$ cat src/rtl/bmp_pixel_writer.sv
// Pixel sink: buffers {R,G,B} pixels in a small FIFO and streams them as BMP-ordered bytes (B, G, R).
// Optional feature macro BMP_ROW_PAD_EN: zero-pads every row to a 4-byte boundary.
module bmp_pixel_writer #(
    parameter int WIDTH  = 5,
    parameter int HEIGHT = 2,
    parameter int DEPTH  = 4
) (
    input  logic       clk,
    input  logic       reset,
    input  logic       done_in,
    input  logic [7:0] red_in,
    input  logic [7:0] green_in,
    input  logic [7:0] blue_in,
    input  logic       byte_ready,
    output logic [7:0] byte_out,
    output logic       byte_valid,
    output logic       frame_done,
    output logic       overflow,
    output logic       busy
);
    localparam int AW = $clog2(DEPTH);
    localparam int CW = (WIDTH > 1) ? $clog2(WIDTH) : 1;
    localparam int RW = (HEIGHT > 1) ? $clog2(HEIGHT) : 1;
    localparam logic [CW-1:0] COL_LAST = CW'(WIDTH - 1);
    localparam logic [RW-1:0] ROW_LAST = RW'(HEIGHT - 1);

    typedef enum logic [2:0] {
        IDLE   = 3'd0,
        EMIT_B = 3'd1,
        EMIT_G = 3'd2,
        EMIT_R = 3'd3,
`ifdef BMP_ROW_PAD_EN
        PAD    = 3'd4,
`endif
        DONE   = 3'd5
    } state_t;

    state_t        state;
    logic [23:0]   mem [DEPTH];
    logic [AW:0]   wr_ptr;
    logic [AW:0]   rd_ptr;
    logic [23:0]   head;
    logic [15:0]   hold;
    logic [CW-1:0] col;
    logic [RW-1:0] row;
    logic          empty;
    logic          full;
    logic          push;
    logic          pop;
    logic          hs;
    logic          r_acc;
    logic          last_col;
    logic          last_row;
    logic          row_end;
    logic          frame_end;
    logic          seek;

    // FIFO: pointers carry a wrap bit so full and empty are distinguishable
    assign empty = (wr_ptr == rd_ptr);
    assign full  = (wr_ptr[AW] != rd_ptr[AW]) && (wr_ptr[AW-1:0] == rd_ptr[AW-1:0]);
    assign push  = done_in && !full;
    assign head  = mem[rd_ptr[AW-1:0]];

    always_ff @(posedge clk) begin
        if (push) mem[wr_ptr[AW-1:0]] <= {red_in, green_in, blue_in};
    end

    always_ff @(posedge clk or posedge reset) begin
        if (reset) begin
            wr_ptr   <= '0;
            rd_ptr   <= '0;
            overflow <= 1'b0;
        end else begin
            if (push) wr_ptr <= wr_ptr + 1'b1;
            if (pop) rd_ptr <= rd_ptr + 1'b1;
            if (done_in && full) overflow <= 1'b1;
        end
    end

    assign hs       = byte_valid && byte_ready;
    assign r_acc    = (state == EMIT_R) && hs;
    assign last_col = (col == COL_LAST);
    assign last_row = (row == ROW_LAST);

`ifdef BMP_ROW_PAD_EN
    localparam int PAD_N = (4 - ((3 * WIDTH) % 4)) % 4;
    localparam logic [1:0] PAD_LAST = 2'((PAD_N == 0) ? 0 : PAD_N - 1);

    logic [1:0] pad_cnt;
    logic       to_pad;
    logic       pad_end;

    assign to_pad  = r_acc && last_col && (PAD_N != 0);
    assign pad_end = (state == PAD) && hs && (pad_cnt == PAD_LAST);
    assign row_end = (r_acc && last_col && (PAD_N == 0)) || pad_end;
`else
    assign row_end = r_acc && last_col;
`endif

    // seek: a pixel (and possibly a row) just completed and the frame continues
    assign seek      = (r_acc && !last_col) || (row_end && !last_row);
    assign frame_end = row_end && last_row;
    assign pop       = !empty && ((state == IDLE) || seek);
    assign busy      = !empty || byte_valid;

    always_ff @(posedge clk) begin
        if (pop) hold <= head[23:8];
    end

    always_ff @(posedge clk or posedge reset) begin
        if (reset) begin
            state      <= IDLE;
            byte_out   <= '0;
            byte_valid <= 1'b0;
            frame_done <= 1'b0;
            col        <= '0;
            row        <= '0;
`ifdef BMP_ROW_PAD_EN
            pad_cnt    <= '0;
`endif
        end else begin
            frame_done <= 1'b0;
            if (r_acc) col <= last_col ? '0 : col + 1'b1;
            if (row_end) row <= last_row ? '0 : row + 1'b1;

            if (pop) begin
                byte_out   <= head[7:0];
                byte_valid <= 1'b1;
                state      <= EMIT_B;
            end else if (frame_end) begin
                byte_out   <= '0;
                byte_valid <= 1'b0;
                frame_done <= 1'b1;
                state      <= DONE;
            end else if (seek) begin
                byte_out   <= '0;
                byte_valid <= 1'b0;
                state      <= IDLE;
            end else begin
                case (state)
                    EMIT_B: if (hs) begin
                        byte_out <= hold[7:0];
                        state    <= EMIT_G;
                    end
                    EMIT_G: if (hs) begin
                        byte_out <= hold[15:8];
                        state    <= EMIT_R;
                    end
`ifdef BMP_ROW_PAD_EN
                    EMIT_R: if (to_pad) begin
                        byte_out <= '0;
                        pad_cnt  <= '0;
                        state    <= PAD;
                    end
                    PAD: if (hs) pad_cnt <= pad_cnt + 1'b1;
`endif
                    DONE: begin
                        row   <= '0;
                        col   <= '0;
                        state <= IDLE;
                    end
                    default: ;
                endcase
            end
        end
    end
endmodule

$ cat config.mk
export PLATFORM = sky130hd
export DESIGN_NAME = bmp_pixel_writer
export DESIGN_NICKNAME = d
export VERILOG_FILES = /design/src/rtl/bmp_pixel_writer.sv
export SDC_FILE = /design/constraint.sdc
export NUM_CORES = 1
export LEC_CHECK = 0
export CORE_ASPECT_RATIO = 1.75
export CORE_MARGIN = 10
export CORE_UTILIZATION = 40
export DETAILED_ROUTE_END_ITERATION = 10
export DONT_BUFFER_PORTS = 1
export SLEW_MARGIN = 20
export SYNTH_ARGS = -nofsm -noshare
export SYNTH_HDL_FRONTEND = slang
export SYNTH_SLANG_ARGS = --single-unit
$ cat constraint.sdc
create_clock -name clk -period 4.9 [get_ports clk]
set_input_delay 1.47 -clock clk [delete_from_list [all_inputs] [get_ports clk]]
set_output_delay 1.47 -clock clk [all_outputs]
set_load 0.05 [all_outputs]
==> results of run 1 <==
## synthesized netlist by cell type, drive strengths merged (2+ instances only)
cell,n
xor2,2
nand4,2
a21oi,5
nor2,7
and3,2
and2,5
dfrtp,24
inv,11
a31oi,2
nor3,3
mux4,24
mux2i,2
edfxtp,112
nand2,7
o21ai,12
buf,9
a21o,2
nand3,10
clkbuf,3
mux2,9
a22oi,8
xnor2,7
ha,9
## logic make-up after synthesis
group,count (synthesis),synth area share
AND/OR/NAND/NOR,42,0.04217
multiplexers,35,0.1219
flip-flops,136,0.7300
buffers and inverters,23,0.02511
adder cells (fa/ha/maj),9,0.02074
AO/OA/AOI/OAI,36,0.04562
XOR/XNOR,9,0.01452
## power groups by stage
stage	Combinational (mW)	Sequential, mW	Clock, mW
finish	1.13	1.95	1.26
global route	1.25	1.99	1.34
CTS	1.16	1.96	1.29
detailed placement	1.16	1.98	0
global placement	1.14	1.96	0
floorplan	0.937	1.90	0
## routing by layer
layer / up-vias / GRT usage / wire [microns]
met5: - / 0 / 0
met4: 0 / 0.04362 / 91
met3: 5 / 0.04296 / 553
met2: 41 / 0.1960 / 5622
met1: 1256 / 0.1098 / 3526
li1: 1169 / - / -
## metrics by stage
stage	std cells	setup slack (ps)	total power, mW	area (sq um)	hold WS [ps]
6_report	489	1420	4.338	6196	530.8
5_1_grt	489	1299	4.581	6196	564.6
4_1_cts	489	1377	4.412	6196	531.1
3_5_place_dp	459	1150	3.136	5605	520.0
3_3_place_gp	459	1255	3.105	5605	512.7
2_1_floorplan	290	1726	2.840	5430	497.7
## sequential cells by signal, summed over array words and instances, names as in the netlist, 3 cells and up
signal / flops
byte_out: 8
col: 3
hold: 16
mem: 96
rd_ptr: 3
state: 3
wr_ptr: 3
## layout make-up
| type | instances | area (sq um) | area share |
|---|---|---|---|
| clock buffer | 20 | 436.7 | 0.07048 |
| clock inverter | 10 | 153.9 | 0.02484 |
| inverter | 11 | 41.29 | 0.006664 |
| multi-input combinational | 131 | 1330 | 0.2147 |
| sequential | 136 | 3964 | 0.6397 |
| tap | 174 | 217.7 | 0.03514 |
| timing repair buffer | 7 | 52.55 | 0.008481 |
## final timing paths
check                       endpoint  cells past startpoint  slack (ps)  startpoint
max in group asynchronous   last_row                      1        3200       reset
setup / recovery                busy                      3        1420   rd_ptr[1]
hold reg to reg            wr_ptr[2]                      1         530   wr_ptr[2]
setup reg to reg             hold[4]                      8        1840  byte_valid
min in group asynchronous   overflow                      1        1150       reset
hold / removal             wr_ptr[2]                      1         530   wr_ptr[2]
==> metrics.log, run 1 <==
INFO  metric run_status = complete, no violations
INFO  metric mappedNetlistArea = around 5400 sq um
INFO  metric io_pins = 40
INFO  metric maxSlewHeadroom = 0.3589
INFO  metric min_period_over_period = 0.7101
INFO  metric ant_nets = 0
INFO  metric cts_root_buffer = clkbuf_16
INFO  metric layout_commonest_cell = edfxtp_1
INFO  metric worst_clock_skew = about 7.3 ps
INFO  metric final.min_clock_period = roughly 3500 ps
INFO  metric grt_start_max_net_pins = 28
INFO  metric switching_share = 0.3133
INFO  metric most_area_consuming_cells_after_synthesis = edfxtp_1 (62%), dfrtp_1 (11%), mux4_2 (10%)
INFO  metric most_frequent_cells_in_the_layout = edfxtp_1 (112), mux4_2 (24), dfrtp_1 (24)
INFO  metric holdCritPathClass = reg -> reg
INFO  metric detailedRoute.firstPassIterationCount = 4
INFO  metric critical_path.max_stage_delay = around 600 ps
INFO  metric grt_pass1_wl = 15.48 mm
INFO  metric hpwl = ~6.5 mm
INFO  metric dominantRegCellSynth = edfxtp_1
INFO  metric setup-violations-final = 0
INFO  metric fillerInstances = 1129
INFO  metric post_drt_via_cell_ratio = between 5 and 6
INFO  metric overflow = 0
INFO  metric total_switching_power = between 1 and 1.5 mW
INFO  metric yosys.area.top_type_share = 0.6194
INFO  metric area.growth.synth_to_final = 14.10%
INFO  metric critical_path.startpoint_type = register
INFO  metric pwr-share-comb = 0.260
INFO  metric path_buf_inv = 1
INFO  metric antennaDiodeCount = 0
INFO  metric crit_path_top_delay_cell = nand4_1
INFO  metric tightest_slew = about 950 ps
INFO  metric drc = 0
INFO  metric hold_viol = 0
INFO  metric cap_viol_max_count = 0
INFO  metric power.density_cell_area = approximately 700 nW/um^2
INFO  metric fmax = approximately 290 MHz
INFO  metric endpoint_kind_of_the_worst_setup_timing_path = output pin
INFO  metric synthesis.yosys.warnings = 0
INFO  metric track_usage = 0.1101
INFO  metric vias = between 2000 and 2500
INFO  metric final_layout_size_suffix_gt1_frac = 0.2127
INFO  metric tritoncts = yes
INFO  metric core_area = ~13000 sq um
INFO  metric die-height = around 170 microns
INFO  metric crit_type = reg -> out
INFO  metric required = approximately 3400 ps
INFO  metric worstPathArrival = 2010 ps
INFO  metric timing.critical_path.fanout_max = 27
INFO  metric intPower = a little under 3 mW
INFO  metric placement_rows = between 50 and 60
INFO  metric ys_seq_elements = 136
INFO  metric post_synth_edffs = between 100 and 150
INFO  metric cts.path.max_buffers = 2
INFO  metric clock-sinks = about 140
INFO  metric syn_inst = 290
INFO  metric pwr-share-clk = 0.291
INFO  metric htree_levels = 4
INFO  metric ctsHoldBuffers = 0
INFO  metric clk_latency = 400 ps
INFO  metric path_cells = buf_4 > xnor2_1 > nand4_1
INFO  metric synth_top_area_cell = edfxtp_1
INFO  metric grt_setup_unrepaired = no
INFO  metric average_wire_length_per_cell_after_detail_routing = between 20 and 25 microns
INFO  metric power.static_leakage = around 2.1 nW
INFO  metric timing.critical_path.max_delay_family = simple AND/OR/NAND/NOR gates
INFO  metric worst_setup_hold_path_clk_slew = 50 ps
INFO  metric mappedNetlistNets = ~330
INFO  metric ir_drop = 0.0002752 V
INFO  metric power.sequential.fraction = 0.449
INFO  metric final_gp_congestion = about 0.76
INFO  metric synth_seq_area_share = 0.7300
INFO  metric nets = 341
INFO  metric synth.avg_cell_area = around 19 sq um
INFO  metric dieWidth = between 100 and 150 microns
INFO  metric utilization = 0.4630
INFO  metric postRouteWirelength = just under 10 mm
INFO  metric first_global_vias = between 2000 and 3000
INFO  metric first_iter_violations = 82
INFO  metric cts_inserted_buffers = 17
INFO  metric synth_cell_type_count = between 40 and 50
INFO  metric post-cts-setup-buffers = 0
INFO  metric cts_resized = 0
INFO  metric port_buffers = 0
INFO  metric initial_utilization = 0.4058
INFO  metric finalMaxSlewViolations = 0
INFO  metric synthArstFlopShare = 0.1765
INFO  metric setup-tns-final = 0 ps
INFO  metric number_of_antenna_violations_at_the_first_check_in_global_routing = 0
INFO  metric area_enclosed_by_the_die_boundary = 18820 sq um
(Power assumes the default switching activity.)
==> run 2, diff against run 1 <==
--- a/config.mk
+++ b/config.mk
@@ -5,6 +5,7 @@
 export SDC_FILE = /design/constraint.sdc
 export NUM_CORES = 1
 export LEC_CHECK = 0
+export ABC_AREA = 1
 export CORE_ASPECT_RATIO = 1.75
 export CORE_MARGIN = 10
 export CORE_UTILIZATION = 40
==> constraint.sdc (replaced) <==
create_clock -name clk -period 2.8 [get_ports clk]
set_input_delay 0.84 -clock clk [delete_from_list [all_inputs] [get_ports clk]]
set_output_delay 0.84 -clock clk [all_outputs]
set_load 0.05 [all_outputs]
==> metrics.log, run 2 <==
INFO  metric run_status = complete, no violations
INFO  metric worstPathArrival = ~1500 ps
INFO  metric die-height = around 180 microns
INFO  metric placement_rows = 57
INFO  metric final_layout_size_suffix_gt1_frac = 0.1599
INFO  metric first_global_vias = approximately 3400
INFO  metric post_synth_edffs = 112
INFO  metric cts_root_buffer = clkbuf_16
INFO  metric most_frequent_cells_in_the_layout = edfxtp_1 (112), nand2_1 (55), nor2_1 (52)
INFO  metric area_enclosed_by_the_die_boundary = about 19000 sq um
INFO  metric mappedNetlistArea = ~5600 sq um
INFO  metric antennaDiodeCount = 0
INFO  metric worst_setup_hold_path_clk_slew = ~60 ps
INFO  metric mappedNetlistNets = between 400 and 500
INFO  metric compound_cell_area_share_of_the_yosys_netlist = 0.08484
INFO  metric layout_commonest_cell = edfxtp_1
INFO  metric grt_pass1_wl = 17.44 mm
INFO  metric synth_seq_area_share = 0.7073
INFO  metric syn_inst = 443
INFO  metric grt_start_max_net_pins = 36
INFO  metric synth.avg_cell_area = between 10 and 15 sq um
INFO  metric dominantRegCellSynth = edfxtp_1
INFO  metric final.min_clock_period = roughly 2300 ps
INFO  metric synth-adder-area-share = 0.02009
INFO  metric grt_setup_unrepaired = no
INFO  metric ctsHoldBuffers = 0
INFO  metric synthArstFlopShare = 0.1765
INFO  metric finalMaxSlewViolations = 0
INFO  metric required = 1960 ps
INFO  metric post_drt_via_cell_ratio = between 5 and 6
INFO  metric min_period_over_period = 0.8231
INFO  metric fmax = between 400 and 500 MHz
INFO  metric drc = 0
INFO  metric ir_drop = 0.0004578 V
INFO  metric setup-violations-final = 0
INFO  metric area.growth.synth_to_final = 14.38%
INFO  metric synth_top_area_cell = edfxtp_1
INFO  metric cts_inserted_buffers = 17
INFO  metric postRouteWirelength = between 10 and 15 mm
INFO  metric worst_clock_skew = 8.099 ps
INFO  metric average_wire_length_per_cell_after_detail_routing = 16.93 microns
INFO  metric tritoncts = yes
INFO  metric vias = roughly 3300
INFO  metric port_buffers = 0
INFO  metric hpwl = 7.276 mm
INFO  metric clk_latency = around 410 ps
INFO  metric initial_utilization = 0.4050
INFO  metric power.static_leakage = approximately 2.4 nW
INFO  metric utilization = 0.4633
INFO  metric netlist_top_cells_count = edfxtp_1 (112), nand2_1 (55), nor2_1 (55), o21ai_0 (50)
INFO  metric final_gp_congestion = between 0.8 and 0.9
INFO  metric dieWidth = roughly 110 microns
INFO  metric fillerInstances = 1225
INFO  metric cts_resized = 0
INFO  metric post_synthesis_xor_xnor_area_fraction = 0.01652
INFO  metric track_usage = 0.1191
INFO  metric synthesis.yosys.warnings = 0
INFO  metric most_area_consuming_cells_after_synthesis = edfxtp_1 (60%), dfrtp_1 (11%), o21ai_0 (4.5%)
INFO  metric tightest_slew = 504.3 ps
INFO  metric worst_hold_slack = approximately 360 ps
INFO  metric maxSlewHeadroom = 0.6638
INFO  metric post-cts-setup-buffers = 0
INFO  metric area_occupied_by_registers = between 3000 and 4000 sq um
INFO  metric holdCritPathClass = in -> async
INFO  metric first_iter_violations = 156
INFO  metric post_synth_and_or_nand_nor_area_fraction = 0.1335
INFO  metric setup-tns-final = 0 ps
INFO  metric multi_input_comb_area = 1436 sq um
INFO  metric yosys.area.top_type_share = 0.6001
INFO  metric cap_viol_max_count = 0
INFO  metric io_pins = 40
INFO  metric critical_path.startpoint_type = register
INFO  metric nets = around 490
INFO  metric endpoint_kind_of_the_worst_setup_timing_path = output pin
INFO  metric number_of_antenna_violations_at_the_first_check_in_global_routing = 0
INFO  metric synthMostInstantiatedCell = edfxtp_1
INFO  metric synth_top_family_by_area = simple AND/OR/NAND/NOR gates
INFO  metric crit_type = reg -> out
INFO  metric detailedRoute.firstPassIterationCount = 4
INFO  metric ys_seq_elements = 136
INFO  metric clock-sinks = roughly 140
INFO  metric cts.path.max_buffers = 2
INFO  metric htree_levels = 4
INFO  metric synth.mux.area_fraction = 0
INFO  metric power.density_cell_area = ~1300 nW/um^2
INFO  metric overflow = 0
INFO  metric number_of_flip_flops_under_the_largest_register_name = 96
INFO  metric timing.critical_path.fanout_max = 3
INFO  metric hold_viol = 0
INFO  metric ant_nets = 0
INFO  metric synth_cell_type_count = 32
INFO  metric core_area = 13840 sq um
[run 2: cell types whose count changed in the layout (fill, tap and decap cells not counted), sizes merged, moves of 8 or more]
cell   change
inv       +15
nand3     +16
mux2       -9
o22ai     +24
a22oi      -8
mux4      -24
nand2     +58
o21ai     +38
nor2      +54
[run 2: cell type report]
type                            instances  area share
Timing Repair Buffer                   14     0.01640
Clock inverter                         13     0.02420
Sequential cell                       136      0.6184
Tap cell                              177     0.03455
Multi-Input combinational cell        263      0.2241
Clock buffer                           18     0.06695
Inverter                               25     0.01542
[run 2: report_power, final]
part,leakage (nW),switching (mW),internal (mW)
registers,1.33,0.455,2.94
logic,0.776,1.72,0.780
clock network,0.273,0.781,1.39
[run 2: kinds of logic after synthesis]
logic type,after synthesis
simple gates,158
flops,136
compound gates,88
buf+inv,44
fa+ha+maj,9
xor+xnor,8
[run 2: worst max-delay path, cell delays in order, from the launching register on]
cell	delay, ps
dfrtp_1	410
xnor2_1	300
nand4_1	140
buf_4	210
[run 2: through the flow]
| step | total power [mW] | area, sq um | instances | setup WS (ps) |
|---|---|---|---|---|
| 6_report | 8.064 | 6410 | 646 | 495.4 |
| 5_1_grt | 8.581 | 6410 | 646 | 386.0 |
| 4_1_cts | 8.165 | 6410 | 646 | 471.9 |
| 3_5_place_dp | 5.983 | 5826 | 615 | 365.5 |
| 3_3_place_gp | 5.910 | 5826 | 615 | 409.0 |
| 2_1_floorplan | 5.319 | 5604 | 443 | 421.0 |
[run 2: metal layers]
metal / routed length [microns] / up-vias / share of wire / global-route usage
met4: 340 / 0 / 0.031 / 0.07244
met3: 720 / 27 / 0.066 / 0.04491
met5: 0 / - / 0 / 0
met2: 5783 / 80 / 0.53 / 0.2021
li1: - / 1592 / - / -
met1: 4089 / 1581 / 0.37 / 0.1189
[run 2: path summary, 6_finish.rpt]
check	to	cells after the start	slack, ps	start
setup / recovery	busy	3	500	rd_ptr[2]
hold / removal	overflow	2	360	reset
setup reg to reg	state[0]	9	680	state[0]
hold reg to reg	wr_ptr[2]	1	490	wr_ptr[2]
max in group asynchronous	byte_out[1]	2	2190	reset
min in group clk	wr_ptr[2]	1	490	wr_ptr[2]
